<file path="config.mk">
export PLATFORM = sky130hd
export DESIGN_NAME = text_pixel_serializer_flat
export DESIGN_NICKNAME = d
export VERILOG_FILES = /design/src/rtl/text_video_pkg.sv /design/src/rtl/text_pixel_serializer_if.sv /design/src/rtl/char_fetch_fsm.sv /design/src/rtl/text_pixel_serializer.sv /design/src/flat_wrapper.sv
export SDC_FILE = /design/constraint.sdc
export NUM_CORES = 1
export LEC_CHECK = 0
export BUFFER_PORTS_ARGS = -buffer_cell sky130_fd_sc_hd__buf_2
export CAP_MARGIN = 20
export CORE_MARGIN = 2
export CORE_UTILIZATION = 35
export CTS_CLUSTER_SIZE = 28
export DETAILED_ROUTE_END_ITERATION = 10
export SLEW_MARGIN = 10
export SYNTH_ARGS = -nofsm -noshare
export SYNTH_HDL_FRONTEND = slang
export SYNTH_SLANG_ARGS = --single-unit
export TNS_END_PERCENT = 100
</file>
<file path="constraint.sdc">
create_clock -name clk -period 7.6 [get_ports clk]
set_input_delay 0.76 -clock clk [delete_from_list [all_inputs] [get_ports clk]]
set_output_delay 0.76 -clock clk [all_outputs]
set_load 0.1 [all_outputs]
</file>
<file path="src/rtl/text_video_pkg.sv">
// Shared geometry, address widths and fetch-state encoding for the text-mode pixel path.
package text_video_pkg;
  localparam int unsigned COLS      = 64;
  localparam int unsigned ROWS      = 16;
  localparam int unsigned CELL_H    = 12;
  localparam int unsigned FONT_ROWS = 8;

  localparam int unsigned COL_W   = 6;
  localparam int unsigned ROW_W   = 4;
  localparam int unsigned SCAN_W  = 4;
  localparam int unsigned VRAM_AW = 10;
  localparam int unsigned FONT_AW = 11;

  // pix_en count covering the 8-pixel lead-in plus every visible pixel of a line
  localparam int unsigned LINE_PE = 8 * (COLS + 1);
  localparam int unsigned PE_W    = 10;

  typedef enum logic [2:0] {
    StIdle,
    StVrd,
    StFrd,
    StFwait,
    StHold
  } fetch_state_e;
endpackage

</file>
<file path="src/rtl/text_pixel_serializer_if.sv">
// Screen RAM, font PROM and pixel-output signals of the text pixel serializer.
interface text_pixel_serializer_if;
  import text_video_pkg::*;

  logic [VRAM_AW-1:0] vram_addr;
  logic [7:0]         vram_data;
  logic [FONT_AW-1:0] font_ad;
  logic               font_ce;
  logic               font_oce;
  logic               font_reset;
  logic [7:0]         font_dout;
  logic               pixel;
  logic               pixel_valid;

  modport master (
    output vram_addr, font_ad, font_ce, font_oce, font_reset, pixel, pixel_valid,
    input  vram_data, font_dout
  );

  modport slave (
    input  vram_addr, font_ad, font_ce, font_oce, font_reset, pixel, pixel_valid,
    output vram_data, font_dout
  );
endinterface

</file>
<file path="src/rtl/char_fetch_fsm.sv">
// Per-character fetch sequencer: VRAM read, font PROM read, then hold the byte until loaded.
module char_fetch_fsm
  import text_video_pkg::*;
(
  input  logic               clk_i,
  input  logic               rst_ni,
  input  logic               start_i,
  input  logic               abort_i,
  input  logic               load_i,
  input  logic               blank_i,
  input  logic [ROW_W-1:0]   row_i,
  input  logic [COL_W-1:0]   col_i,
  input  logic [2:0]         font_row_i,
  input  logic [7:0]         vram_data_i,
  input  logic [7:0]         font_dout_i,
  output logic [VRAM_AW-1:0] vram_addr_o,
  output logic [FONT_AW-1:0] font_ad_o,
  output logic               font_ce_o,
  output logic               font_oce_o,
  output logic [7:0]         next_byte_o,
  output logic               col_next_o
);
  fetch_state_e       state_q, state_d;
  logic               wait_q, wait_d;
  logic [VRAM_AW-1:0] vram_addr_q, vram_addr_d;
  logic [FONT_AW-1:0] font_ad_q, font_ad_d;
  logic [7:0]         next_byte_q, next_byte_d;

  always_comb begin
    state_d     = state_q;
    wait_d      = wait_q;
    vram_addr_d = vram_addr_q;
    font_ad_d   = font_ad_q;
    next_byte_d = next_byte_q;
    col_next_o  = 1'b0;
    if (abort_i) begin
      state_d = StIdle;
    end else if (start_i) begin
      state_d     = StVrd;
      vram_addr_d = {row_i, COL_W'(0)};
    end else begin
      unique case (state_q)
        StIdle: state_d = StIdle;
        StVrd: begin
          state_d = StFrd;
          if (!blank_i) font_ad_d = {vram_data_i, font_row_i};
        end
        StFrd: begin
          state_d = StFwait;
          wait_d  = 1'b0;
        end
        StFwait: begin
          wait_d = 1'b1;
          if (wait_q) begin
            state_d     = StHold;
            next_byte_d = blank_i ? 8'h00 : font_dout_i;
          end
        end
        StHold: begin
          if (load_i) begin
            if (col_i == COL_W'(COLS - 1)) begin
              state_d = StIdle;
            end else begin
              state_d     = StVrd;
              col_next_o  = 1'b1;
              vram_addr_d = {row_i, col_i + COL_W'(1)};
            end
          end
        end
        default: state_d = StIdle;
      endcase
    end
  end

  always_ff @(posedge clk_i or negedge rst_ni) begin
    if (!rst_ni) begin
      state_q     <= StIdle;
      wait_q      <= 1'b0;
      vram_addr_q <= '0;
      font_ad_q   <= '0;
      next_byte_q <= '0;
    end else begin
      state_q     <= state_d;
      wait_q      <= wait_d;
      vram_addr_q <= vram_addr_d;
      font_ad_q   <= font_ad_d;
      next_byte_q <= next_byte_d;
    end
  end

  // Blank scan lines keep the PROM idle while the state timing stays unchanged.
  assign font_ce_o   = (state_q == StFrd) && !blank_i;
  assign font_oce_o  = (state_q == StFwait) && !blank_i;
  assign vram_addr_o = vram_addr_q;
  assign font_ad_o   = font_ad_q;
  assign next_byte_o = next_byte_q;
endmodule

</file>
<file path="src/rtl/text_pixel_serializer.sv">
// Text-mode pixel stage: screen position counters plus the 8-bit pixel shifter.
// Optional blinking cursor inversion is built when CURSOR_EN is defined.
module text_pixel_serializer
  import text_video_pkg::*;
(
  input  logic                     clk,
  input  logic                     rst_n,
  input  logic                     pix_en,
  input  logic                     frame_start,
  input  logic                     line_start,
`ifdef CURSOR_EN
  input  logic [VRAM_AW-1:0]       cursor_addr,
`endif
  text_pixel_serializer_if.master  bus
);
  logic [SCAN_W-1:0] scan_q, scan_d;
  logic [ROW_W-1:0]  crow_q, crow_d;
  logic [COL_W-1:0]  ccol_q, ccol_d;
  logic              first_q, first_d;
  logic              done_q, done_d;
  logic [7:0]        shift_q, shift_d;
  logic [PE_W-1:0]   pe_cnt_q, pe_cnt_d, pe_n;
  logic              active_q, active_d;
  logic              pixel_q, pixel_d;
  logic              pixel_valid_q, pixel_valid_d;
  logic              line_kill, line_go, load, col_next;
  logic [7:0]        next_byte, load_byte;

  always_comb begin
    scan_d  = scan_q;
    crow_d  = crow_q;
    first_d = first_q;
    done_d  = done_q;
    if (frame_start) begin
      scan_d  = '0;
      crow_d  = '0;
      first_d = 1'b1;
      done_d  = 1'b0;
    end else if (line_start && !done_q) begin
      if (first_q) begin
        first_d = 1'b0;
      end else if (scan_q == SCAN_W'(CELL_H - 1)) begin
        scan_d = '0;
        if (crow_q == ROW_W'(ROWS - 1)) begin
          crow_d = '0;
          done_d = 1'b1;
        end else begin
          crow_d = crow_q + ROW_W'(1);
        end
      end else begin
        scan_d = scan_q + SCAN_W'(1);
      end
    end
  end

  // Any line_start clears the shifter; only one inside the frame starts a new fetch.
  assign line_kill = line_start && !frame_start;
  assign line_go   = line_kill && !done_d;

  always_comb begin
    ccol_d = ccol_q;
    if (line_kill)     ccol_d = '0;
    else if (col_next) ccol_d = ccol_q + COL_W'(1);
  end

  assign pe_n = pe_cnt_q + PE_W'(1);
  assign load = active_q && pix_en && (pe_n[2:0] == 3'd0) && (pe_n <= PE_W'(8 * COLS));

`ifdef CURSOR_EN
  logic [4:0] frame_cnt_q, frame_cnt_d;
  logic       cursor_hit;

  assign frame_cnt_d = frame_start ? frame_cnt_q + 5'd1 : frame_cnt_q;
  assign cursor_hit  = ({crow_q, ccol_q} == cursor_addr) && frame_cnt_q[4];
  assign load_byte   = next_byte ^ {8{cursor_hit}};

  always_ff @(posedge clk or negedge rst_n) begin
    if (!rst_n) frame_cnt_q <= '0;
    else        frame_cnt_q <= frame_cnt_d;
  end
`else
  assign load_byte = next_byte;
`endif

  always_comb begin
    shift_d       = shift_q;
    pe_cnt_d      = pe_cnt_q;
    active_d      = active_q;
    pixel_d       = pixel_q;
    pixel_valid_d = pixel_valid_q;
    if (line_kill) begin
      shift_d       = '0;
      pe_cnt_d      = '0;
      active_d      = line_go;
      pixel_d       = 1'b0;
      pixel_valid_d = 1'b0;
    end else if (pix_en) begin
      if (active_q) begin
        pe_cnt_d      = pe_n;
        active_d      = (pe_n != PE_W'(LINE_PE));
        pixel_valid_d = (pe_n > PE_W'(8));
        pixel_d       = (pe_n > PE_W'(8)) && shift_q[7];
        shift_d       = load ? load_byte : {shift_q[6:0], 1'b0};
      end else begin
        pixel_d       = 1'b0;
        pixel_valid_d = 1'b0;
      end
    end
  end

  always_ff @(posedge clk or negedge rst_n) begin
    if (!rst_n) begin
      scan_q        <= '0;
      crow_q        <= '0;
      ccol_q        <= '0;
      first_q       <= 1'b1;
      done_q        <= 1'b0;
      shift_q       <= '0;
      pe_cnt_q      <= '0;
      active_q      <= 1'b0;
      pixel_q       <= 1'b0;
      pixel_valid_q <= 1'b0;
    end else begin
      scan_q        <= scan_d;
      crow_q        <= crow_d;
      ccol_q        <= ccol_d;
      first_q       <= first_d;
      done_q        <= done_d;
      shift_q       <= shift_d;
      pe_cnt_q      <= pe_cnt_d;
      active_q      <= active_d;
      pixel_q       <= pixel_d;
      pixel_valid_q <= pixel_valid_d;
    end
  end

  char_fetch_fsm u_fetch (
    .clk_i       (clk),
    .rst_ni      (rst_n),
    .start_i     (line_go),
    .abort_i     (line_kill && !line_go),
    .load_i      (load),
    .blank_i     (scan_q >= SCAN_W'(FONT_ROWS)),
    .row_i       (crow_d),
    .col_i       (ccol_q),
    .font_row_i  (scan_q[2:0]),
    .vram_data_i (bus.vram_data),
    .font_dout_i (bus.font_dout),
    .vram_addr_o (bus.vram_addr),
    .font_ad_o   (bus.font_ad),
    .font_ce_o   (bus.font_ce),
    .font_oce_o  (bus.font_oce),
    .next_byte_o (next_byte),
    .col_next_o  (col_next)
  );

  assign bus.font_reset  = ~rst_n;
  assign bus.pixel       = pixel_q;
  assign bus.pixel_valid = pixel_valid_q;
endmodule

</file>
<file path="src/flat_wrapper.sv">
// flat-port wrapper written by rule: the top's interface ports become plain ports
module text_pixel_serializer_flat import text_video_pkg::*;
  (clk, rst_n, pix_en, frame_start, line_start, bus_vram_addr, bus_font_ad, bus_font_ce, bus_font_oce, bus_font_reset, bus_pixel, bus_pixel_valid, bus_vram_data, bus_font_dout);
  text_pixel_serializer_if bus_i ();
  input  logic clk;
  input  logic rst_n;
  input  logic pix_en;
  input  logic frame_start;
  input  logic line_start;
  output wire logic [$bits(bus_i.vram_addr)-1:0] bus_vram_addr;
  output wire logic [$bits(bus_i.font_ad)-1:0] bus_font_ad;
  output wire logic [$bits(bus_i.font_ce)-1:0] bus_font_ce;
  output wire logic [$bits(bus_i.font_oce)-1:0] bus_font_oce;
  output wire logic [$bits(bus_i.font_reset)-1:0] bus_font_reset;
  output wire logic [$bits(bus_i.pixel)-1:0] bus_pixel;
  output wire logic [$bits(bus_i.pixel_valid)-1:0] bus_pixel_valid;
  input wire logic [$bits(bus_i.vram_data)-1:0] bus_vram_data;
  input wire logic [$bits(bus_i.font_dout)-1:0] bus_font_dout;
  assign bus_vram_addr = bus_i.vram_addr;
  assign bus_font_ad = bus_i.font_ad;
  assign bus_font_ce = bus_i.font_ce;
  assign bus_font_oce = bus_i.font_oce;
  assign bus_font_reset = bus_i.font_reset;
  assign bus_pixel = bus_i.pixel;
  assign bus_pixel_valid = bus_i.pixel_valid;
  assign bus_i.vram_data = bus_vram_data;
  assign bus_i.font_dout = bus_font_dout;
  text_pixel_serializer u_core (.clk(clk), .rst_n(rst_n), .pix_en(pix_en), .frame_start(frame_start), .line_start(line_start), .bus(bus_i));
endmodule
</file>
==> report_table.html, run 1 <==
<table>
<tr><th>Metric</th><th>Value</th></tr>
<tr><th colspan="2">GRT</th></tr>
<tr><td>Via count of the first global-routing pass</td><td>around 2,700</td></tr>
<tr><td>Antenna violations before repair</td><td>0</td></tr>
<tr><td>Global-route usage over all layers</td><td>14.0%</td></tr>
<tr><td>First-pass GRT wire length</td><td>12,500 um</td></tr>
<tr><td>Residual overflow from global routing</td><td>0</td></tr>
<tr><td>Largest net degree at the start of global routing</td><td>53</td></tr>
<tr><th colspan="2">Run</th></tr>
<tr><td># Max-Cap Violations</td><td>0</td></tr>
<tr><th colspan="2">Yosys</th></tr>
<tr><td>Synthesized-area fraction occupied by xor and xnor cells</td><td>3.53%</td></tr>
<tr><td>Simple-Gate Fraction of Synth Area</td><td>19.6%</td></tr>
<tr><td>Post-synth ARST share</td><td>100%</td></tr>
<tr><td>Gate count after technology mapping</td><td>355</td></tr>
<tr><td>Fraction of the mapped netlist area in adder cells</td><td>under 10%</td></tr>
<tr><td>Main combinational cell family by area after synthesis</td><td>simple AND/OR/NAND/NOR gates</td></tr>
<tr><td>Avg Cell Area, Syn</td><td>9.79 um^2</td></tr>
<tr><td>Yosys warning total</td><td>0</td></tr>
<tr><td>Count of flip-flops with a built-in enable after synthesis</td><td>0</td></tr>
<tr><td>Fraction of the mapped netlist area in compound gates</td><td>13.3%</td></tr>
<tr><td>Main synth FF type</td><td>sky130_fd_sc_hd__dfrtp_1</td></tr>
<tr><td>Proportion of synthesized area in mux cells</td><td>about 8.0%</td></tr>
<tr><td>Part of the Yosys area used for sequential elements</td><td>50.5%</td></tr>
<tr><td>Syn_nets</td><td>about 380</td></tr>
<tr><td>Number of distinct library cells after synthesis</td><td>45</td></tr>
<tr><td>Synthesized flop and latch total</td><td>70</td></tr>
<tr><td>Combined area of all synthesized cells</td><td>0.00347 mm^2</td></tr>
<tr><th colspan="2">Worst setup path</th></tr>
<tr><td>Req. time, crit path</td><td>a little under 8 ns</td></tr>
<tr><td>Internal reg-to-reg setup slack</td><td>approximately 4.5 ns</td></tr>
<tr><td>Crit Path Max Fanout</td><td>20</td></tr>
<tr><td>Type of the setup path with the least slack</td><td>register to register</td></tr>
<tr><td>Data arrival, critical path</td><td>between 3 and 4 ns</td></tr>
<tr><td>Startpoint Class</td><td>register</td></tr>
<tr><td>Endpoint class of the critical path</td><td>register</td></tr>
<tr><th colspan="2">STA</th></tr>
<tr><td>Pin slew with the least headroom to its limit</td><td>0.973 ns</td></tr>
<tr><td>Final clock period utilization by the worst path</td><td>40.2%</td></tr>
<tr><td>Fin crit period</td><td>3.05 ns</td></tr>
<tr><td>Setup-failing EPs final</td><td>0</td></tr>
<tr><td>Final Hold Fails</td><td>0</td></tr>
<tr><td>Max Slew Vio Count</td><td>0</td></tr>
<tr><td>Setup repair after global routing missed its margin</td><td>false</td></tr>
<tr><td>Sum of negative setup slack</td><td>0 ns</td></tr>
<tr><td>Clock skew after layout</td><td>0.00828 ns</td></tr>
<tr><td>Peak Freq</td><td>0.328 GHz</td></tr>
<tr><td>Normalized max-slew margin</td><td>a little over a third</td></tr>
<tr><th colspan="2">Pwr</th></tr>
<tr><td>Net switching fraction of the power</td><td>42.2%</td></tr>
<tr><td>Final Power</td><td>1.25 mW</td></tr>
<tr><td>Clock power frac</td><td>26.8%</td></tr>
<tr><td>Switching Power</td><td>0.529 mW</td></tr>
<tr><td>Static power due to leakage</td><td>1.86 nW</td></tr>
<tr><td>Internal power</td><td>0.724 mW</td></tr>
<tr><td>Power density of the placed cells</td><td>310 mW/mm^2</td></tr>
<tr><td>Worst voltage drop across the vdd grid</td><td>just over 0.0004 V</td></tr>
<tr><td>Logic gate share of total power</td><td>34.2%</td></tr>
<tr><td>Part of the total power dissipated in sequential elements</td><td>about two fifths</td></tr>
<tr><th colspan="2">Final layout</th></tr>
<tr><td>Nets</td><td>424</td></tr>
<tr><td>Ant. Diodes</td><td>0</td></tr>
<tr><td>Area delta synth-&gt;final</td><td>16.3%</td></tr>
<tr><td>Share of post-route cells with drive strength above 1</td><td>a little over a fifth</td></tr>
<tr><td>Summed area of non-filler cells in the final layout</td><td>0.00404 mm^2</td></tr>
<tr><td>Filler Cells Inserted</td><td>slightly below 1,000</td></tr>
<tr><th colspan="2">Route</th></tr>
<tr><td>Final wirelength</td><td>7110 um</td></tr>
<tr><td>Detailed router's first-iteration violation count</td><td>around 140</td></tr>
<tr><td>Number of iterations in the first detailed-routing pass</td><td>4</td></tr>
<tr><td>Routed vias/inst</td><td>5.01</td></tr>
<tr><td>Routed wirelength normalized by instance count</td><td>13.3 um</td></tr>
<tr><td>Post-route ant nets</td><td>0</td></tr>
<tr><td>Detailed-route DRC error count</td><td>0</td></tr>
<tr><td>Via count</td><td>2,680</td></tr>
<tr><th colspan="2">Clock tree</th></tr>
<tr><td>TritonCTS clock tree</td><td>built</td></tr>
<tr><td>Maximum level of the CTS H-tree</td><td>3</td></tr>
<tr><td>Clock buffer count from CTS</td><td>9</td></tr>
<tr><td>Hold buffer count at cts</td><td>0</td></tr>
<tr><td>Root buffer selected by CTS</td><td>sky130_fd_sc_hd__clkbuf_8</td></tr>
<tr><td>Resize count post-CTS</td><td>0</td></tr>
<tr><td>Clock sink count</td><td>70</td></tr>
<tr><td>Setup fix buffers added after clock tree synthesis</td><td>0</td></tr>
<tr><td>Insertion delay to the later sink of the worst-skew pair</td><td>~0.34 ns</td></tr>
<tr><td>Clock input transition at the sequential cells of the worst setup and hold paths</td><td>0.08 ns</td></tr>
<tr><td>Clock Path Buffers</td><td>2</td></tr>
<tr><th colspan="2">Floorplan</th></tr>
<tr><td>Site Rows</td><td>36</td></tr>
<tr><td>Core Box Area</td><td>0.00968 mm^2</td></tr>
<tr><td>Die W</td><td>about 100 um</td></tr>
<tr><td>Die boundary height</td><td>between 100 and 150 um</td></tr>
<tr><td>Area of the die</td><td>0.0107 mm^2</td></tr>
<tr><td>Starting density of the core</td><td>35.9%</td></tr>
<tr><td>Ports placed on the boundary</td><td>47</td></tr>
<tr><th colspan="2">Placed design</th></tr>
<tr><td>Placed cell areas</td><td>0.00381 mm^2</td></tr>
<tr><td>Detailed Place HPWL</td><td>between 4000 and 5000 um</td></tr>
<tr><td>Number of buffers inserted by port buffering</td><td>46</td></tr>
<tr><td>GPL Wtd Cong</td><td>0.827</td></tr>
<tr><th colspan="2">Status</th></tr>
<tr><td>Run status</td><td>finished clean</td></tr>
<tr><th colspan="2">Worst hold path</th></tr>
<tr><td>Class of the worst hold path</td><td>input port to async pin</td></tr>
</table>
layer usage:
layer | routed length [um] | share of wire, % | global-route usage (%)
met5 | 0 | 0 | 0
met4 | 56 | 0.79 | 4.34
met3 | 260 | 3.7 | 2.71
met2 | 3210 | 45 | 22.1
met1 | 3580 | 50 | 19.6
power groups by stage:
stage                     clock (mW)  combinational, mW  sequential (mW)
final                          0.335              0.428            0.490
after global routing           0.361              0.460            0.501
after CTS                      0.344              0.431            0.490
after detailed placement           0              0.430            0.497
after global placement             0              0.426            0.493
after floorplan                    0              0.186            0.661
cell usage in the layout (no fill, tap or decap), types with 2 or more instances in the layout:
| cell type | instances |
|---|---|
| sky130_fd_sc_hd__nor2b_1 | 3 |
| sky130_fd_sc_hd__mux2i_1 | 12 |
| sky130_fd_sc_hd__bufinv_16 | 2 |
| sky130_fd_sc_hd__inv_1 | 7 |
| sky130_fd_sc_hd__a31oi_1 | 3 |
| sky130_fd_sc_hd__nor2_1 | 27 |
| sky130_fd_sc_hd__clkinv_2 | 2 |
| sky130_fd_sc_hd__dfrtp_1 | 69 |
| sky130_fd_sc_hd__o21ai_0 | 40 |
| sky130_fd_sc_hd__buf_4 | 2 |
| sky130_fd_sc_hd__nor3_1 | 9 |
| sky130_fd_sc_hd__nand3b_1 | 3 |
| sky130_fd_sc_hd__a21oi_1 | 18 |
| sky130_fd_sc_hd__or4_1 | 2 |
| sky130_fd_sc_hd__mux2_2 | 14 |
| sky130_fd_sc_hd__or2_2 | 2 |
| sky130_fd_sc_hd__nand3_1 | 16 |
| sky130_fd_sc_hd__nor4_1 | 4 |
| sky130_fd_sc_hd__nand4_1 | 3 |
| sky130_fd_sc_hd__buf_2 | 46 |
| sky130_fd_sc_hd__nand2b_1 | 14 |
| sky130_fd_sc_hd__o31ai_1 | 4 |
| sky130_fd_sc_hd__nand2_1 | 37 |
| sky130_fd_sc_hd__ha_1 | 6 |
| sky130_fd_sc_hd__clkbuf_8 | 9 |
| sky130_fd_sc_hd__xnor2_1 | 4 |
| sky130_fd_sc_hd__xor2_1 | 10 |
| sky130_fd_sc_hd__o32a_1 | 2 |
| sky130_fd_sc_hd__or3_1 | 9 |
| sky130_fd_sc_hd__o21a_1 | 2 |
| sky130_fd_sc_hd__inv_6 | 2 |
through the flow:
stage	hold WS (ns)	setup WS, ns	std cells	util, %
after floorplan	0.449	3.98	355	-
after global placement	0.462	4.65	518	39.3
after detailed placement	0.470	4.54	518	39.3
after CTS	0.369	4.53	534	41.6
after global routing	0.384	4.35	535	41.7
final	0.364	4.55	535	41.7
logic make-up after synthesis:
logic type / Yosys count
multiplexers: 26
XOR/XNOR: 14
buffers and inverters: 25
AO/OA/AOI/OAI: 78
flip-flops: 70
adder cells (fa/ha/maj): 6
AND/OR/NAND/NOR: 136
synthesized netlist by cell type (4+ instances only):
| cell type | n | share of area (%) |
|---|---|---|
| sky130_fd_sc_hd__nand2_1 | 37 | 4.0 |
| sky130_fd_sc_hd__xnor2_1 | 4 | 1.0 |
| sky130_fd_sc_hd__dfrtp_1 | 69 | 50 |
| sky130_fd_sc_hd__clkbuf_1 | 15 | 1.6 |
| sky130_fd_sc_hd__mux2i_1 | 12 | 3.5 |
| sky130_fd_sc_hd__nor2_1 | 27 | 2.9 |
| sky130_fd_sc_hd__ha_1 | 6 | 2.2 |
| sky130_fd_sc_hd__nor3_1 | 9 | 1.3 |
| sky130_fd_sc_hd__o21ai_0 | 40 | 5.8 |
| sky130_fd_sc_hd__or3_1 | 9 | 1.6 |
| sky130_fd_sc_hd__xor2_1 | 10 | 2.5 |
| sky130_fd_sc_hd__mux2_2 | 14 | 4.5 |
| sky130_fd_sc_hd__nand2b_1 | 14 | 2.5 |
| sky130_fd_sc_hd__inv_1 | 7 | 0.76 |
| sky130_fd_sc_hd__nand3_1 | 16 | 2.3 |
| sky130_fd_sc_hd__nor4_1 | 4 | 0.72 |
| sky130_fd_sc_hd__a21oi_1 | 18 | 2.6 |
| sky130_fd_sc_hd__o31ai_1 | 4 | 0.86 |
flip-flops by register name, summed over array words and instances, names as in the netlist, 3 cells and up:
signal                      count
u_core.pe_cnt_q                10
u_core.u_fetch.next_byte_o      8
u_core.crow_q                   4
u_core.ccol_q                   6
u_core.u_fetch.state_q          3
u_core.u_fetch.vram_addr_o     10
u_core.scan_q                   4
u_core.shift_q                  8
u_core.u_fetch.font_ad_o       11
final timing paths:
kind                               startpoint                            end  cells past startpoint
min                                     rst_n  u_core.u_fetch.vram_addr_o[2]                      1
max reg2reg                u_core.pe_cnt_q[0]  u_core.u_fetch.vram_addr_o[8]                      7
max                        u_core.pe_cnt_q[0]  u_core.u_fetch.vram_addr_o[8]                      7
max in group asynchronous               rst_n             u_core.pe_cnt_q[7]                      2
min reg2reg                  u_core.bus.pixel               u_core.bus.pixel                      2
min in group clk             u_core.bus.pixel               u_core.bus.pixel                      2
worst max-delay path, cell delays in order, from the launching register on:
cell and delay [ns]:
sky130_fd_sc_hd__dfrtp_1 0.46, sky130_fd_sc_hd__ha_1 0.29, sky130_fd_sc_hd__and2_1 0.19, sky130_fd_sc_hd__o21ai_0 0.19
sky130_fd_sc_hd__or2_2 0.32, sky130_fd_sc_hd__o32a_1 0.62, sky130_fd_sc_hd__o31ai_4 0.49, sky130_fd_sc_hd__mux2_2 0.38
area by class of cell:
type | count | area (um^2) | area share, %
Sequential cell | 70 | 1750 | 43.4
Timing Repair Buffer | 49 | 256 | 6.35
Tap cell | 133 | 166 | 4.12
Inverter | 7 | 26.3 | 0.650
Clock buffer | 9 | 124 | 3.07
Multi-Input combinational cell | 260 | 1620 | 40.0
Clock inverter | 7 | 96.3 | 2.38
Power figures use the tool's default switching activity.
==> run 2, diff against run 1 <==
- clock period: 7.6 -> 3.2 ns (I/O delays scaled with it)
==> run 2 against run 1 <==
Clock power up 96%. Via count decreased by 2.2%. Highest routed layer unchanged. Fmax increased by 11%. Worst setup slack got worse by 4.1 ns. Die area unchanged. First-iteration DRC count grew 1.4%. Largest power group unchanged. Non-clock buffer count up 3. Global-route usage about the same.
==> report_table.html, run 2 (synthesis gave the netlist of run 1 again) <==
<table>
<tr><th>Metric</th><th>Value</th></tr>
<tr><th colspan="2">Pwr</th></tr>
<tr><td>Clock power frac</td><td>23.1% (-3.7 points)</td></tr>
<tr><td>Logic gate share of total power</td><td>36.0% (+1.8 points)</td></tr>
<tr><td>Static power due to leakage</td><td>1.85 nW (-0.67%)</td></tr>
<tr><td>Internal power</td><td>1.59 mW (+120%)</td></tr>
<tr><td>Final Power</td><td>2.84 mW (+130%)</td></tr>
<tr><td>Switching Power</td><td>1.25 mW (+140%)</td></tr>
<tr><td>Part of the total power dissipated in sequential elements</td><td>40.9% (+1.8 points)</td></tr>
<tr><td>Worst voltage drop across the vdd grid</td><td>0.000697 V (+69%)</td></tr>
<tr><td>Net switching fraction of the power</td><td>44.2% (+1.9 points)</td></tr>
<tr><td>Power density of the placed cells</td><td>706 mW/mm^2 (+130%)</td></tr>
<tr><th colspan="2">Floorplan</th></tr>
<tr><td>Site Rows</td><td>36 (unchanged)</td></tr>
<tr><td>Die boundary height</td><td>104 um (unchanged)</td></tr>
<tr><td>Ports placed on the boundary</td><td>47 (unchanged)</td></tr>
<tr><td>Starting density of the core</td><td>35.9% (unchanged)</td></tr>
<tr><td>Area of the die</td><td>0.0107 mm^2 (unchanged)</td></tr>
<tr><td>Die W</td><td>104 um (unchanged)</td></tr>
<tr><td>Core Box Area</td><td>0.00968 mm^2 (unchanged)</td></tr>
<tr><th colspan="2">Placed design</th></tr>
<tr><td>Number of buffers inserted by port buffering</td><td>46 (unchanged)</td></tr>
<tr><td>GPL Wtd Cong</td><td>0.877 (+6.0%)</td></tr>
<tr><td>Detailed Place HPWL</td><td>5160 um (+4.6%)</td></tr>
<tr><th colspan="2">Final layout</th></tr>
<tr><td>Nets</td><td>427 (+0.71%)</td></tr>
<tr><td>Final Util</td><td>41.5% (-0.18 points)</td></tr>
<tr><td>Ant. Diodes</td><td>0 (unchanged)</td></tr>
<tr><td>Most used cells in the layout excluding fill and tap cells</td><td>sky130_fd_sc_hd__dfrtp_1 (69), sky130_fd_sc_hd__buf_2 (46), sky130_fd_sc_hd__o21ai_0 (40), sky130_fd_sc_hd__nand2_1 (37), sky130_fd_sc_hd__nor2_1 (27)</td></tr>
<tr><td>Share of post-route cells with drive strength above 1</td><td>21.7% (+0.58 points)</td></tr>
<tr><td>Largest register FFs</td><td>11 (unchanged)</td></tr>
<tr><td>Area delta synth-&gt;final</td><td>15.8%</td></tr>
<tr><td>Most frequent standard cell in the layout excluding fill and tap cells</td><td>sky130_fd_sc_hd__dfrtp_1</td></tr>
<tr><th colspan="2">GRT</th></tr>
<tr><td>Global-route usage over all layers</td><td>14.1% (+0.019 points)</td></tr>
<tr><td>Via count of the first global-routing pass</td><td>2,692 (+1.3%)</td></tr>
<tr><td>Antenna violations before repair</td><td>0 (unchanged)</td></tr>
<tr><td>Largest net degree at the start of global routing</td><td>47 (-11%)</td></tr>
<tr><td>First-pass GRT wire length</td><td>12,700 um (+1.6%)</td></tr>
<tr><td>Residual overflow from global routing</td><td>0 (unchanged)</td></tr>
<tr><th colspan="2">Clock tree</th></tr>
<tr><td>Clock buffer count from CTS</td><td>9 (unchanged)</td></tr>
<tr><td>Clock sink count</td><td>70 (unchanged)</td></tr>
<tr><td>Clock Path Buffers</td><td>2 (unchanged)</td></tr>
<tr><td>Hold buffer count at cts</td><td>0 (unchanged)</td></tr>
<tr><td>Clock input transition at the sequential cells of the worst setup and hold paths</td><td>0.08 ns (about the same)</td></tr>
<tr><td>Resize count post-CTS</td><td>0 (unchanged)</td></tr>
<tr><td>TritonCTS clock tree</td><td>built</td></tr>
<tr><td>Root buffer selected by CTS</td><td>sky130_fd_sc_hd__clkbuf_8</td></tr>
<tr><td>Insertion delay to the later sink of the worst-skew pair</td><td>0.34 ns (about the same)</td></tr>
<tr><td>Setup fix buffers added after clock tree synthesis</td><td>0 (unchanged)</td></tr>
<tr><td>Maximum level of the CTS H-tree</td><td>3 (unchanged)</td></tr>
<tr><th colspan="2">STA</th></tr>
<tr><td>Clock skew after layout</td><td>0.00644 ns (-0.00184 ns)</td></tr>
<tr><td>Fin crit period</td><td>2.74 ns (-0.312 ns)</td></tr>
<tr><td>Final Hold Fails</td><td>0 (unchanged)</td></tr>
<tr><td>Max Slew Vio Count</td><td>0 (unchanged)</td></tr>
<tr><td>Setup-failing EPs final</td><td>0 (unchanged)</td></tr>
<tr><td>Pin slew with the least headroom to its limit</td><td>1.04 ns (+0.0675 ns)</td></tr>
<tr><td>Final clock period utilization by the worst path</td><td>85.6% (+45 points)</td></tr>
<tr><td>Setup repair after global routing missed its margin</td><td>false</td></tr>
<tr><td>Sum of negative setup slack</td><td>0 ns (unchanged)</td></tr>
<tr><td>Normalized max-slew margin</td><td>30.6% (-4.5 points)</td></tr>
<tr><td>Peak Freq</td><td>0.365 GHz (+11%)</td></tr>
<tr><th colspan="2">Worst setup path</th></tr>
<tr><td>Internal reg-to-reg setup slack</td><td>0.46 ns (-4.09 ns)</td></tr>
<tr><td>Path depth of the worst reg2reg path</td><td>7 (unchanged)</td></tr>
<tr><td>Crit Path Max Fanout</td><td>7 (-65%)</td></tr>
<tr><td>Type of the setup path with the least slack</td><td>register to register</td></tr>
<tr><td>Endpoint of the worst register-to-register path</td><td>u_core.u_fetch.vram_addr_o[9]</td></tr>
<tr><td>Endpoint class of the critical path</td><td>register</td></tr>
<tr><td>Launching element of the worst setup path</td><td>u_core.pe_cnt_q[0]</td></tr>
<tr><td>Req. time, crit path</td><td>3.43 ns (-4.40 ns)</td></tr>
<tr><td>Data arrival, critical path</td><td>2.97 ns (-0.31 ns)</td></tr>
<tr><td>Startpoint Class</td><td>register</td></tr>
<tr><td>Origin of the critical flop-to-flop path</td><td>u_core.pe_cnt_q[0]</td></tr>
<tr><th colspan="2">Route</th></tr>
<tr><td>Via count</td><td>2,622 (-2.2%)</td></tr>
<tr><td>Routed wirelength normalized by instance count</td><td>13.4 um (+0.59%)</td></tr>
<tr><td>Post-route ant nets</td><td>0 (unchanged)</td></tr>
<tr><td>Detailed router's first-iteration violation count</td><td>140 (+1.4%)</td></tr>
<tr><td>Final wirelength</td><td>7190 um (+1.2%)</td></tr>
<tr><td>Routed vias/inst</td><td>4.87 (-2.7%)</td></tr>
<tr><td>Number of iterations in the first detailed-routing pass</td><td>4 (unchanged)</td></tr>
<tr><td>Detailed-route DRC error count</td><td>0 (unchanged)</td></tr>
<tr><th colspan="2">Status</th></tr>
<tr><td>Run status</td><td>finished clean</td></tr>
<tr><th colspan="2">Worst hold path</th></tr>
<tr><td>Class of the worst hold path</td><td>input port to async pin</td></tr>
<tr><th colspan="2">Run</th></tr>
<tr><td># Max-Cap Violations</td><td>0 (unchanged)</td></tr>
</table>
==> run 2: critical path, stage by stage, from the launching register on <==
cell and delay (ns):
sky130_fd_sc_hd__dfrtp_1 0.45, sky130_fd_sc_hd__ha_1 0.29, sky130_fd_sc_hd__and2_1 0.20, sky130_fd_sc_hd__o21ai_0 0.18, sky130_fd_sc_hd__or2_2 0.31, sky130_fd_sc_hd__o32a_1 0.41
sky130_fd_sc_hd__o31ai_4 0.40, sky130_fd_sc_hd__mux2_2 0.38
==> run 2: area by class of cell <==
type	count	area, um^2
fillers	969	5660
flip-flops and latches	70	1750
multi-input cells	260	1620
repair buffers	52	275
well taps	133	166
clock buffers	10	138
clock inverters	6	46.3
inverters	7	26.3
==> run 2: per-stage QoR <==
| step | setup slack, ns | instances | area (um^2) | hold WS (ns) |
|---|---|---|---|---|
| after floorplan | 0.0227 | 355 | 3470 | 0.0244 |
| after global placement | 0.559 | 522 | 3840 | 0.460 |
| after detailed placement | 0.461 | 522 | 3840 | 0.450 |
| after CTS | 0.446 | 538 | 4020 | 0.0755 |
| after global routing | 0.243 | 538 | 4020 | 0.0811 |
| final | 0.460 | 538 | 4020 | 0.0645 |
==> run 2: how the worst max path moves through the flow <==
stage               cells after the start  slack (ns)                       endpoint
floorplan                               2        0.02                   bus_font_oce
global placement                        7        0.56  u_core.u_fetch.vram_addr_o[9]
detailed placement                      7        0.46  u_core.u_fetch.vram_addr_o[8]
CTS                                     7        0.45  u_core.u_fetch.vram_addr_o[9]
global route                            6        0.24  u_core.u_fetch.vram_addr_o[9]
finish                                  7        0.46  u_core.u_fetch.vram_addr_o[9]
==> run 2: power groups by stage <==
stage / sequential [mW] / combinational, mW / clock (mW)
finish: 1.16 / 1.02 / 0.657
CTS: 1.16 / 1.03 / 0.677
global placement: 1.17 / 1.02 / 0
floorplan: 1.57 / 0.442 / 0
global route: 1.19 / 1.10 / 0.724
detailed placement: 1.18 / 1.03 / 0
==> run 2: per-layer routing <==
metal / global-route usage (%) / wire length (um)
met5: 0 / 0
met4: 3.47 / 23
met3: 3.34 / 234
met2: 22.0 / 3380
met1: 19.8 / 3560
==> run 3, diff against run 2 <==
- CORE_MARGIN: 2 -> default
==> run 3 against run 2 <==
Largest power group unchanged. Largest cell class unchanged. Power is 1.3% lower. Core utilization is 1.0 points higher. Register-to-register slack worse by 0.05 ns. Final cell count is 0.93% lower. Global-route usage is 1.1 points higher. First-iteration DRC count is 2.9% lower. Die area is 3.8% lower. Flip-flop and latch count stayed put. Count of clock-buffer cells in the layout is 1 lower. Worst setup slack worse by 0.052 ns. Sequential power hardly changed.
==> report_table.html, run 3 (synthesis gave the netlist of run 1 again) <==
<table>
<tr><th>Metric</th><th>Value</th></tr>
<tr><th colspan="2">Worst setup path</th></tr>
<tr><td>Path depth of the worst reg2reg path</td><td>7 (unchanged)</td></tr>
<tr><td>Endpoint of the worst register-to-register path</td><td>u_core.u_fetch.vram_addr_o[8]</td></tr>
<tr><td>Slowest library cell on the worst path</td><td>sky130_fd_sc_hd__dfrtp_1</td></tr>
<tr><td>Endpoint class of the critical path</td><td>register</td></tr>
<tr><td>Startpoint Class</td><td>register</td></tr>
<tr><td>Type of the setup path with the least slack</td><td>register to register</td></tr>
<tr><td>Internal reg-to-reg setup slack</td><td>0.41 ns (-0.05 ns)</td></tr>
<tr><td>Req. time, crit path</td><td>3.43 ns (about the same)</td></tr>
<tr><td>Delay of the slowest cell on the worst path</td><td>0.46 ns (about the same)</td></tr>
<tr><td>Origin of the critical flop-to-flop path</td><td>u_core.pe_cnt_q[0]</td></tr>
<tr><td>Data arrival, critical path</td><td>3.02 ns (+0.05 ns)</td></tr>
<tr><td>Crit Path Max Fanout</td><td>7 (unchanged)</td></tr>
<tr><td>Sequence of cells on the critical path</td><td>ha_1 -&gt; and2_1 -&gt; o21ai_0 -&gt; or2_2 -&gt; o32a_1 -&gt; o31ai_4 -&gt; mux2_2</td></tr>
<tr><th colspan="2">STA</th></tr>
<tr><td>Normalized max-slew margin</td><td>30.0% (-0.56 points)</td></tr>
<tr><td>Sum of negative setup slack</td><td>0 ns (unchanged)</td></tr>
<tr><td>Fin crit period</td><td>2.79 ns (+0.0522 ns)</td></tr>
<tr><td>Setup-failing EPs final</td><td>0 (unchanged)</td></tr>
<tr><td>Pin slew with the least headroom to its limit</td><td>1.05 ns (+0.00838 ns)</td></tr>
<tr><td>Final clock period utilization by the worst path</td><td>87.3% (+1.6 points)</td></tr>
<tr><td>Peak Freq</td><td>0.358 GHz (-1.9%)</td></tr>
<tr><td>Max Slew Vio Count</td><td>0 (unchanged)</td></tr>
<tr><td>Final Hold Fails</td><td>0 (unchanged)</td></tr>
<tr><td>Clock skew after layout</td><td>0.00776 ns (+0.00132 ns)</td></tr>
<tr><td>Setup repair after global routing missed its margin</td><td>false</td></tr>
<tr><td>Final Hold Slack</td><td>0.0729 ns (+0.00844 ns)</td></tr>
<tr><th colspan="2">GRT</th></tr>
<tr><td>Met1 track demand over resource</td><td>20.0% (+0.26 points)</td></tr>
<tr><td>Largest net degree at the start of global routing</td><td>42 (-11%)</td></tr>
<tr><td>Global Route met3 Usage</td><td>4.76% (+1.4 points)</td></tr>
<tr><td>First-pass GRT wire length</td><td>12,200 um (-3.9%)</td></tr>
<tr><td>Residual overflow from global routing</td><td>0 (unchanged)</td></tr>
<tr><td>Antenna violations before repair</td><td>0 (unchanged)</td></tr>
<tr><td>Met2 track demand over resource in global routing</td><td>24.1% (+2.1 points)</td></tr>
<tr><td>Layer with the highest usage</td><td>met2</td></tr>
<tr><td>Via count of the first global-routing pass</td><td>2,608 (-3.1%)</td></tr>
<tr><td>Global-route usage over all layers</td><td>15.2% (+1.1 points)</td></tr>
<tr><th colspan="2">Final layout</th></tr>
<tr><td>Largest register FFs</td><td>11 (unchanged)</td></tr>
<tr><td>Nets</td><td>427 (unchanged)</td></tr>
<tr><td>Summed area of non-filler cells in the final layout</td><td>0.00401 mm^2 (-0.44%)</td></tr>
<tr><td>Filler Cells Inserted</td><td>938 (-3.2%)</td></tr>
<tr><td>Ant. Diodes</td><td>0 (unchanged)</td></tr>
<tr><td>Area occupied by multi-input gates</td><td>0.00162 mm^2 (unchanged)</td></tr>
<tr><td>Most used cells in the layout excluding fill and tap cells</td><td>sky130_fd_sc_hd__dfrtp_1 (69), sky130_fd_sc_hd__buf_2 (46), sky130_fd_sc_hd__o21ai_0 (40), sky130_fd_sc_hd__nand2_1 (37), sky130_fd_sc_hd__nor2_1 (27)</td></tr>
<tr><td>Share of post-route cells with drive strength above 1</td><td>21.5% (-0.19 points)</td></tr>
<tr><td>Number of non-filler instances in the completed layout</td><td>533 (-0.93%)</td></tr>
<tr><td>Area delta synth-&gt;final</td><td>15.3%</td></tr>
<tr><td>Combined flip-flop and latch cell area</td><td>0.00175 mm^2 (unchanged)</td></tr>
<tr><td>Most frequent standard cell in the layout excluding fill and tap cells</td><td>sky130_fd_sc_hd__dfrtp_1</td></tr>
<tr><th colspan="2">Floorplan</th></tr>
<tr><td>Area of the die</td><td>0.0103 mm^2 (-3.8%)</td></tr>
<tr><td>Site Rows</td><td>35 (-2.8%)</td></tr>
<tr><td>Starting density of the core</td><td>36.9% (+1.0 points)</td></tr>
<tr><td>Die boundary height</td><td>102 um (-1.9%)</td></tr>
<tr><td>Die W</td><td>102 um (-1.9%)</td></tr>
<tr><td>Ports placed on the boundary</td><td>47 (unchanged)</td></tr>
<tr><td>Core Box Area</td><td>0.00942 mm^2 (-2.8%)</td></tr>
<tr><th colspan="2">Route</th></tr>
<tr><td>Detailed router's first-iteration violation count</td><td>136 (-2.9%)</td></tr>
<tr><td>Final wirelength</td><td>7030 um (-2.3%)</td></tr>
<tr><td>Via count</td><td>2,702 (+3.1%)</td></tr>
<tr><td>Number of iterations in the first detailed-routing pass</td><td>4 (unchanged)</td></tr>
<tr><td>Routed wirelength normalized by instance count</td><td>13.2 um (-1.4%)</td></tr>
<tr><td>Post-route ant nets</td><td>0 (unchanged)</td></tr>
<tr><td>Routed vias/inst</td><td>5.07 (+4.0%)</td></tr>
<tr><td>Detailed-route DRC error count</td><td>0 (unchanged)</td></tr>
<tr><th colspan="2">Placed design</th></tr>
<tr><td>Detailed Place HPWL</td><td>5020 um (-2.7%)</td></tr>
<tr><td>Number of buffers inserted by port buffering</td><td>46 (unchanged)</td></tr>
<tr><td>Placed cell areas</td><td>0.00383 mm^2 (-0.13%)</td></tr>
<tr><td>GPL Wtd Cong</td><td>0.848 (-3.3%)</td></tr>
<tr><td>Inst Count DP</td><td>518 (-0.77%)</td></tr>
<tr><th colspan="2">Status</th></tr>
<tr><td>Run status</td><td>finished clean</td></tr>
<tr><th colspan="2">Pwr</th></tr>
<tr><td>Power density of the placed cells</td><td>700 mW/mm^2 (-0.83%)</td></tr>
<tr><td>Worst voltage drop across the vdd grid</td><td>0.000802 V (+15%)</td></tr>
<tr><td>Static power due to leakage</td><td>1.83 nW (-0.79%)</td></tr>
<tr><th colspan="2">Clock tree</th></tr>
<tr><td>Root buffer selected by CTS</td><td>sky130_fd_sc_hd__clkbuf_8</td></tr>
<tr><td>Clock input transition at the sequential cells of the worst setup and hold paths</td><td>0.08 ns (about the same)</td></tr>
<tr><td>Clock Path Buffers</td><td>2 (unchanged)</td></tr>
<tr><td>Hold buffer count at cts</td><td>0 (unchanged)</td></tr>
<tr><td>Maximum level of the CTS H-tree</td><td>3 (unchanged)</td></tr>
<tr><td>TritonCTS clock tree</td><td>built</td></tr>
<tr><td>Setup fix buffers added after clock tree synthesis</td><td>0 (unchanged)</td></tr>
<tr><td>Insertion delay to the later sink of the worst-skew pair</td><td>0.34 ns (about the same)</td></tr>
<tr><td>Clock buffer count from CTS</td><td>9 (unchanged)</td></tr>
<tr><td>Clock sink count</td><td>70 (unchanged)</td></tr>
<tr><td>Resize count post-CTS</td><td>0 (unchanged)</td></tr>
<tr><th colspan="2">Worst hold path</th></tr>
<tr><td>Class of the worst hold path</td><td>input port to async pin</td></tr>
<tr><th colspan="2">Run</th></tr>
<tr><td># Max-Cap Violations</td><td>0 (unchanged)</td></tr>
</table>
==> run 3: layer usage <==
layer	wire (um)	up-vias
met1	3340	1295
li1	-	1344
met2	3290	59
met3	357	4
met4	37	0
met5	0	-
==> run 3: cell type report <==
type | instances | share of cell area, %
clock inverters | 6 | 1.19
multi-input cells | 260 | 40.4
inverters | 7 | 0.656
flip-flops and latches | 70 | 43.8
well taps | 129 | 4.03
clock buffers | 9 | 3.09
repair buffers | 52 | 6.87
==> run 3: critical path: cells and delay by family, from the launching register on <==
family | cells | cell delay [ns]
AO/OA/AOI/OAI | 3 | 1.02
flip-flops | 1 | 0.46
multiplexers | 1 | 0.38
AND/OR/NAND/NOR | 2 | 0.52
adder cells (fa/ha/maj) | 1 | 0.30
==> run 3: worst max path at each step <==
stage,start,end,slack [ns]
floorplan,u_core.u_fetch.state_q[0],bus_font_oce,0.02
global placement,u_core.pe_cnt_q[0],u_core.u_fetch.vram_addr_o[9],0.55
detailed placement,u_core.pe_cnt_q[0],u_core.u_fetch.vram_addr_o[8],0.45
CTS,u_core.pe_cnt_q[0],u_core.u_fetch.vram_addr_o[8],0.42
global route,u_core.pe_cnt_q[0],u_core.u_fetch.vram_addr_o[8],0.24
finish,u_core.pe_cnt_q[0],u_core.u_fetch.vram_addr_o[8],0.41
==> run 3: stage by stage <==
stage	setup WS [ns]	util [%]	power (mW)
detailed placement	0.445	40.7	2.20
CTS	0.424	42.5	2.84
global route	0.241	42.5	2.96
finish	0.408	42.5	2.81
global placement	0.549	40.7	2.19
floorplan	0.0227	-	2.01
==> run 3: report_power, final <==
group	leakage, nW	total, mW	internal [mW]	switching [mW]
Sequential	0.926	1.16	1.04	0.115
Combinational	0.833	1.02	0.239	0.780
Clock	0.0744	0.631	0.282	0.349
Total	1.83	2.81	1.56	1.24
